`src/rtl/ifmap_fetch_scheduler_pkg.sv`:
```
// Shared types and geometry for the ifmap fetch scheduler: FSM states,
// image/kernel defaults and the counter widths derived from them.
package ifmap_pkg;

    localparam int IMG_W          = 32;
    localparam int IMG_H          = 32;
    localparam int K              = 5;
    localparam int ROUNDS         = IMG_H - K + 1;
    localparam int DATA_W_DEF     = 8;
    localparam int ADDR_W_DEF     = 10;
    localparam int STARVE_LIM_DEF = 8;

    localparam int COL_W   = $clog2(IMG_W);
    localparam int SLOT_W  = 3;
    localparam int ROW_W   = $clog2(IMG_H + 1);
    localparam int ROUND_W = $clog2(ROUNDS + 1);
    localparam int ISSUE_W = $clog2(K * IMG_W + 1);

    typedef enum logic [2:0] {
        ST_IDLE,
        ST_PRIME,
        ST_WAIT,
        ST_FETCH_ROW,
        ST_FINISH
    } state_t;

endpackage

```
`src/rtl/ifmap_fetch_scheduler_sram_port_arbiter.sv`:
```
// Single-port SRAM arbiter: fetch engine wins by default, the host is forced
// a grant after STARVE_LIM consecutive denied cycles.
module sram_port_arbiter
    import ifmap_pkg::*;
#(
    parameter int DATA_W     = DATA_W_DEF,
    parameter int ADDR_W     = ADDR_W_DEF,
    parameter int STARVE_LIM = STARVE_LIM_DEF
) (
    input  logic              clk,
    input  logic              nrst,
    input  logic              fetch_want,
    input  logic [ADDR_W-1:0] fetch_addr,
    input  logic              host_req,
    input  logic              host_we,
    input  logic [ADDR_W-1:0] host_addr,
    input  logic [DATA_W-1:0] host_wdata,
    output logic              fetch_go,
    output logic              host_gnt,
    output logic              host_rvalid,
    output logic              sram_en,
    output logic              sram_we,
    output logic [ADDR_W-1:0] sram_addr,
    output logic [DATA_W-1:0] sram_wdata
);

    localparam int CNT_W = $clog2(STARVE_LIM + 1);

    logic [CNT_W-1:0] starve_cnt;

    // A forced host grant simply suppresses this cycle's fetch; the fetch
    // counters do not advance, so the beat is retried next cycle.
    assign host_gnt   = host_req && (!fetch_want || starve_cnt == CNT_W'(STARVE_LIM));
    assign fetch_go   = fetch_want && !host_gnt;
    assign sram_en    = host_gnt || fetch_go;
    assign sram_we    = host_gnt && host_we;
    assign sram_addr  = host_gnt ? host_addr : (fetch_go ? fetch_addr : '0);
    assign sram_wdata = host_gnt ? host_wdata : '0;

    // NOTE: sequential state uses <= so every register samples pre-edge values
    // regardless of statement order inside the block.
    always_ff @(posedge clk or negedge nrst) begin
        if (!nrst) begin
            starve_cnt  <= '0;
            host_rvalid <= 1'b0;
        end else begin
            host_rvalid <= host_gnt && !host_we;
            if (host_req && !host_gnt)
                starve_cnt <= starve_cnt + CNT_W'(1);
            else
                starve_cnt <= '0;
        end
    end

endmodule

```
`src/rtl/ifmap_fetch_scheduler.sv`:
```
// Ifmap fetch scheduler: primes K rows into the window buffer, then slides one
// row per mapping round. Optional stall counter under FETCH_PERF_CNT_EN.
module ifmap_fetch_scheduler
    import ifmap_pkg::*;
#(
    parameter int DATA_W     = DATA_W_DEF,
    parameter int ADDR_W     = ADDR_W_DEF,
    parameter int STARVE_LIM = STARVE_LIM_DEF
) (
    input  logic              clk,
    input  logic              nrst,
    input  logic              start,
    input  logic [ADDR_W-1:0] ifmap_base,
    input  logic              round_done,
    input  logic              buf_ready,
    output logic              busy,
    output logic              done,
    output logic              rows_ready,
    output logic              buf_wr_en,
    output logic [SLOT_W-1:0] buf_wr_slot,
    output logic [COL_W-1:0]  buf_wr_col,
    output logic [DATA_W-1:0] buf_wr_data,
    input  logic              host_req,
    input  logic              host_we,
    input  logic [ADDR_W-1:0] host_addr,
    input  logic [DATA_W-1:0] host_wdata,
    output logic              host_gnt,
    output logic              host_rvalid,
    output logic              sram_en,
    output logic              sram_we,
    output logic [ADDR_W-1:0] sram_addr,
    output logic [DATA_W-1:0] sram_wdata,
`ifdef FETCH_PERF_CNT_EN
    output logic [15:0]       stall_cycles,
`endif
    input  logic [DATA_W-1:0] sram_rdata
);

    state_t              state_q, state_d;
    logic [ADDR_W-1:0]   base_q;
    logic [ROW_W-1:0]    row_q;
    logic [COL_W-1:0]    col_q;
    logic [SLOT_W-1:0]   slot_q;
    logic [ROUND_W-1:0]  round_q;
    logic [ISSUE_W-1:0]  issue_rem_q;
    logic                pending_q;
    logic                rd_valid_q;
    logic [SLOT_W-1:0]   rd_slot_q;
    logic [COL_W-1:0]    rd_col_q;

    logic                start_ok, fetch_phase, fetch_want, fetch_go, win_done, wait_adv;
    logic [ROUND_W-1:0]  round_next;
    logic [ADDR_W-1:0]   fetch_addr;

    assign start_ok    = (state_q == ST_IDLE) && start;
    assign fetch_phase = (state_q == ST_PRIME) || (state_q == ST_FETCH_ROW);
    assign fetch_want  = fetch_phase && buf_ready && (issue_rem_q != '0);
    // A window is complete once every beat is issued and the last read has landed.
    assign win_done    = fetch_phase && (issue_rem_q == '0) && !rd_valid_q;
    assign wait_adv    = (state_q == ST_WAIT) && (round_done || pending_q);
    assign round_next  = round_q + ROUND_W'(1);
    assign fetch_addr  = base_q + ADDR_W'(int'(row_q) * IMG_W + int'(col_q));

    sram_port_arbiter #(
        .DATA_W     (DATA_W),
        .ADDR_W     (ADDR_W),
        .STARVE_LIM (STARVE_LIM)
    ) u_arb (
        .clk         (clk),
        .nrst        (nrst),
        .fetch_want  (fetch_want),
        .fetch_addr  (fetch_addr),
        .host_req    (host_req),
        .host_we     (host_we),
        .host_addr   (host_addr),
        .host_wdata  (host_wdata),
        .fetch_go    (fetch_go),
        .host_gnt    (host_gnt),
        .host_rvalid (host_rvalid),
        .sram_en     (sram_en),
        .sram_we     (sram_we),
        .sram_addr   (sram_addr),
        .sram_wdata  (sram_wdata)
    );

    // NOTE: state_d gets its default before the case so no path leaves it
    // unassigned, which would otherwise infer a latch.
    always_comb begin
        state_d = state_q;
        unique case (state_q)
            ST_IDLE:                if (start) state_d = ST_PRIME;
            ST_PRIME, ST_FETCH_ROW: if (win_done) state_d = ST_WAIT;
            ST_WAIT: begin
                if (wait_adv) begin
                    if (round_next == ROUND_W'(ROUNDS))
                        state_d = ST_FINISH;
                    else if (row_q < ROW_W'(IMG_H))
                        state_d = ST_FETCH_ROW;
                end
            end
            ST_FINISH:              state_d = ST_IDLE;
            default:                state_d = ST_IDLE;
        endcase
    end

    always_ff @(posedge clk or negedge nrst) begin
        if (!nrst) begin
            state_q     <= ST_IDLE;
            base_q      <= '0;
            row_q       <= '0;
            col_q       <= '0;
            slot_q      <= '0;
            round_q     <= '0;
            issue_rem_q <= '0;
            pending_q   <= 1'b0;
            rd_valid_q  <= 1'b0;
            rd_slot_q   <= '0;
            rd_col_q    <= '0;
        end else begin
            state_q    <= state_d;
            rd_valid_q <= fetch_go;
            if (start_ok) begin
                base_q      <= ifmap_base;
                row_q       <= '0;
                col_q       <= '0;
                slot_q      <= '0;
                round_q     <= '0;
                pending_q   <= 1'b0;
                issue_rem_q <= ISSUE_W'(K * IMG_W);
            end
            if (fetch_go) begin
                rd_slot_q   <= slot_q;
                rd_col_q    <= col_q;
                issue_rem_q <= issue_rem_q - ISSUE_W'(1);
                if (col_q == COL_W'(IMG_W - 1)) begin
                    col_q  <= '0;
                    row_q  <= row_q + ROW_W'(1);
                    slot_q <= (slot_q == SLOT_W'(K - 1)) ? '0 : slot_q + SLOT_W'(1);
                end else begin
                    col_q <= col_q + COL_W'(1);
                end
            end
            // A round finishing while the next row is still streaming is remembered.
            if (state_q == ST_FETCH_ROW && round_done)
                pending_q <= 1'b1;
            if (wait_adv) begin
                round_q   <= round_next;
                pending_q <= 1'b0;
            end
            if (state_q == ST_WAIT && state_d == ST_FETCH_ROW)
                issue_rem_q <= ISSUE_W'(IMG_W);
        end
    end

    assign busy        = (state_q != ST_IDLE);
    assign done        = (state_q == ST_FINISH);
    assign rows_ready  = win_done;
    assign buf_wr_en   = rd_valid_q;
    assign buf_wr_slot = rd_slot_q;
    assign buf_wr_col  = rd_col_q;
    assign buf_wr_data = rd_valid_q ? sram_rdata : '0;

`ifdef FETCH_PERF_CNT_EN
    always_ff @(posedge clk or negedge nrst) begin
        if (!nrst)
            stall_cycles <= '0;
        else if (start_ok)
            stall_cycles <= '0;
        else if (fetch_phase && issue_rem_q != '0 && (!buf_ready || host_gnt)
                 && stall_cycles != 16'hFFFF)
            stall_cycles <= stall_cycles + 16'd1;
    end
`endif

endmodule

```
`config.mk`:
```
export PLATFORM = sky130hd
export DESIGN_NAME = ifmap_fetch_scheduler
export DESIGN_NICKNAME = d
export VERILOG_FILES = /design/src/rtl/ifmap_fetch_scheduler_pkg.sv /design/src/rtl/ifmap_fetch_scheduler_sram_port_arbiter.sv /design/src/rtl/ifmap_fetch_scheduler.sv
export SDC_FILE = /design/constraint.sdc
export NUM_CORES = 1
export LEC_CHECK = 0
export CAP_MARGIN = 20
export CORE_MARGIN = 3
export CORE_UTILIZATION = 45
export DETAILED_ROUTE_END_ITERATION = 6
export GPL_TIMING_DRIVEN = 0
export PLACE_DENSITY = 0.81
export SKIP_CTS_REPAIR_TIMING = 1
export SLEW_MARGIN = 5
export SYNTH_ARGS = -nofsm -noshare
export SYNTH_HDL_FRONTEND = slang
export SYNTH_HIERARCHICAL = 1
export SYNTH_SLANG_ARGS = --single-unit
export TNS_END_PERCENT = 10
```
`constraint.sdc`:
```
create_clock -name clk -period 4.4 [get_ports clk]
set_input_delay 0.44 -clock clk [delete_from_list [all_inputs] [get_ports clk]]
set_output_delay 0.44 -clock clk [all_outputs]
set_load 0.005 [all_outputs]
```
==> summary.md <==
| Metric | Value |
|---|---|
| Mapped Avg Cell Area | `9.51 um^2` |
| Syn_nets | `412` |
| Synth async-reset ratio | `100%` |
| Final-report hold violation count | `0` |
| Vias/cell | `5.34` |
| Commonest non-fill, non-tap cells in the layout | `83 x clkdlybuf4s50_1, 55 x nand2_1, 55 x dfrtp_1, 24 x nor2_1` |
| Number of port buffers | `84` |
| Seq pwr share | `39.1%` |
| Final Cycle Share | `74.8%` |
| Fraction of layout cells with a size suffix above 1 | `9.05%` |
| Initial Util | `47.5%` |
| Largest net degree at the start of global routing | `33` |
| Remaining DRCs | `0` |
| CTS Buffer Depth | `2` |
| Hold Crit Class | `in -> async` |
| Core box area | `6980 um^2` |
| GRT overflow | `0` |
| Top Ports | `85` |
| CTS root buffer | `clkbuf_8` |
| Critical path class | `reg -> out` |
| Final setup viols | `0` |
| Rel. slew slack | `58.0%` |
| Distinct cell type count after synthesis | `56` |
| P_leak | `1.97 nW` |
| Final min period | `3290 ps` |
| Routed WL per cell | `15.1 um` |
| PwrDens | `437 nW/um^2` |
| ANT nets after route | `0` |
| CTS tree | `built` |
| Initial antenna violation count | `0` |
| Ys flop type | `dfrtp_1` |
| Psw | `0.691 mW` |
| DR pass1 iterations | `5` |
| Gate Count Post-Synth | `349` |
| Clock latency on the worst-skew pair | `310 ps` |
| VDD IR max | `0.000225 V` |
| Filler Cells Inserted | `636` |
| RSZ-0062 raised after global routing | `false` |
| Pre-CTS WS | `1490 ps` |
| Seq/Total Area, Yosys | `41.5%` |
| Setup TNS | `0 ps` |
| Die H | `91.9 um` |
| Antenna Cells | `0` |
| Clock Pin Slew Worst Setup and Hold Paths | `100 ps` |
| Gr usage total | `19.5%` |
| Worst Path Max Fanout | `6` |
| Worst path arrival time | `2850 ps` |
| Die extent in x | `91.9 um` |
| Num CTS Buffers | `5` |
| Post-synthesis register bit count | `55` |
| Cell Area, Synth | `3320 um^2` |
| Die area | `8440 um^2` |
| Combinational Power Share | `46.6%` |
| Final nets | `504` |
| H-tree levels | `2` |
| Post-DP HPWL | `6350 um` |
| Crit. End Element | `output port` |
| Reg2Reg Setup Slack | `1570 ps` |
| Final wirelength | `8150 um` |
| Most common cell after layout, fill and taps aside | `clkdlybuf4s50_1` |
| First-pass GRT wire length | `13500 um` |
| DR vias | `2871` |
| Fmax | `304 MHz` |
| Syn-to-layout area delta | `31.9%` |
| Slew @ Worst Pin | `627 ps` |
| Vias in the first global route | `2853` |
| CTS Sinks | `55` |
| Pins over their slew limit | `0` |
| Fin worst setup slack | `1110 ps` |
| Final instance area | `4380 um^2` |
| Startpoint Class | `flop` |
| Outcome | `completed` |
| Max-cap viol count | `0` |
| Placed Area | `4300 um^2` |
| Switching Fraction | `36.1%` |
| Clk pwr share | `14.4%` |
| Post-Place Cells | `530` |
| Synth warn | `6` |
| Global placement routability congestion | `0.863` |
| Internal cell power | `1.22 mW` |
| DRT iter0 DRCs | `196` |
| Req. time, crit path | `3960 ps` |
| Non-filler instance count after layout | `538` |
| Post-synth EDFFs | `0` |
| Row cnt | `30` |
| Skew final | `8.17 ps` |
[worst paths after layout]
kind,end,from,cells past startpoint
min in group clk,base_q[4]$_DFFE_PN0P_,base_q[4]$_DFFE_PN0P_,2
worst min register to register,base_q[4]$_DFFE_PN0P_,base_q[4]$_DFFE_PN0P_,2
worst min-delay path,pending_q$_DFFE_PN0P_,nrst,1
worst max register to register,row_q[4]$_DFF_PN0_,issue_rem_q[2]$_DFFE_PN0P_,11
max in group asynchronous,row_q[1]$_DFF_PN0_,nrst,2
worst max-delay path,sram_addr[8],col_q[0]$_DFFE_PN0P_,9
[through the flow]
stage                     util, %  hold WS (ps)  power, mW
after global routing         62.7           152       2.06
final                        62.7           120       1.91
after CTS                    62.7           138       1.93
after detailed placement     61.5           470       1.65
after global placement       61.3           467       1.61
after floorplan                 -           144       1.28
[flip-flops by register name (all words and copies together), names as in the netlist]
signal and cells:
row_q 6, slot_q 3, issue_rem_q 8, buf_wr_col 5, base_q 10, state_q 3, round_q 5, pending_q 1
col_q 5, buf_wr_slot 3, buf_wr_en 1, u_arb/host_rvalid 1, u_arb/starve_cnt 4
[layout make-up]
class                   instances  area, um^2  share of cell area, %
plain buffers                  14        90.1                   2.06
clock buffers                   7        76.3                   1.74
clock inverters                 1        5.00                  0.114
inverters                      13        48.8                   1.11
multi-input cells             267        1800                   41.2
flip-flops and latches         55        1380                   31.4
well taps                      96         120                   2.74
repair buffers                 85         856                   19.6
[synth_stat cells, types with 2 or more instances]
cell / number / area, um^2
dfrtp_1: 55 / 1380
nand2_1: 55 / 206
nor2_1: 24 / 90.1
and2_1: 19 / 119
ha_1: 19 / 238
o21ai_0: 19 / 95.1
a22o_1: 14 / 123
inv_1: 13 / 48.8
a21oi_1: 10 / 50.1
mux2_2: 10 / 113
nand3_1: 10 / 50.1
xnor2_1: 10 / 87.6
nor3_1: 6 / 30.0
a311oi_1: 4 / 35.0
a31oi_1: 4 / 25.0
and3_1: 4 / 25.0
nand2b_1: 4 / 25.0
or3_1: 4 / 25.0
a211oi_1: 3 / 22.5
buf_2: 3 / 15.0
buf_4: 3 / 22.5
buf_6: 3 / 33.8
clkbuf_1: 3 / 11.3
nand4_1: 3 / 18.8
o21ai_1: 3 / 15.0
o22ai_1: 3 / 18.8
xor2_1: 3 / 26.3
a21oi_2: 2 / 17.5
and4b_1: 2 / 20.0
buf_1: 2 / 7.51
mux2i_1: 2 / 20.0
nor3_2: 2 / 20.0
o211a_1: 2 / 20.0
o211ai_1: 2 / 15.0
o31ai_1: 2 / 15.0
or2_2: 2 / 12.5
[power by group through the flow]
stage	clock, mW	sequential [mW]	combinational (mW)
after floorplan	0	0.726	0.558
after global placement	0	0.747	0.860
after detailed placement	0	0.756	0.898
after CTS	0.278	0.747	0.900
after global routing	0.297	0.768	0.991
final	0.275	0.748	0.892
[kinds of logic after synthesis]
family	count (synthesis)	share of synthesized area (%)
AND/OR/NAND/NOR	146	23.3
AO/OA/AOI/OAI	76	15.9
flip-flops	55	41.5
buffers and inverters	27	4.18
adder cells (fa/ha/maj)	20	7.76
XOR/XNOR	13	3.43
multiplexers	12	4.00
[routing by layer]
metal	share of wire, %	GRT usage, %	up-vias
met5	0	0	-
met4	0.65	3.59	0
met3	3.9	3.04	4
met2	51	34.6	67
met1	45	25.2	1379
li1	-	-	1421
[critical path, cell delays in order, from the launching register on]
cell and delay [ps]:
dfrtp_1 460, ha_1 250, inv_1 70, fa_1 390, nand2b_1 180, a21oi_1 250
o31ai_1 140, xnor2_1 150, a22o_1 140, clkdlybuf4s50_1 500
Note: power is estimated with default switching activity, not from simulation.
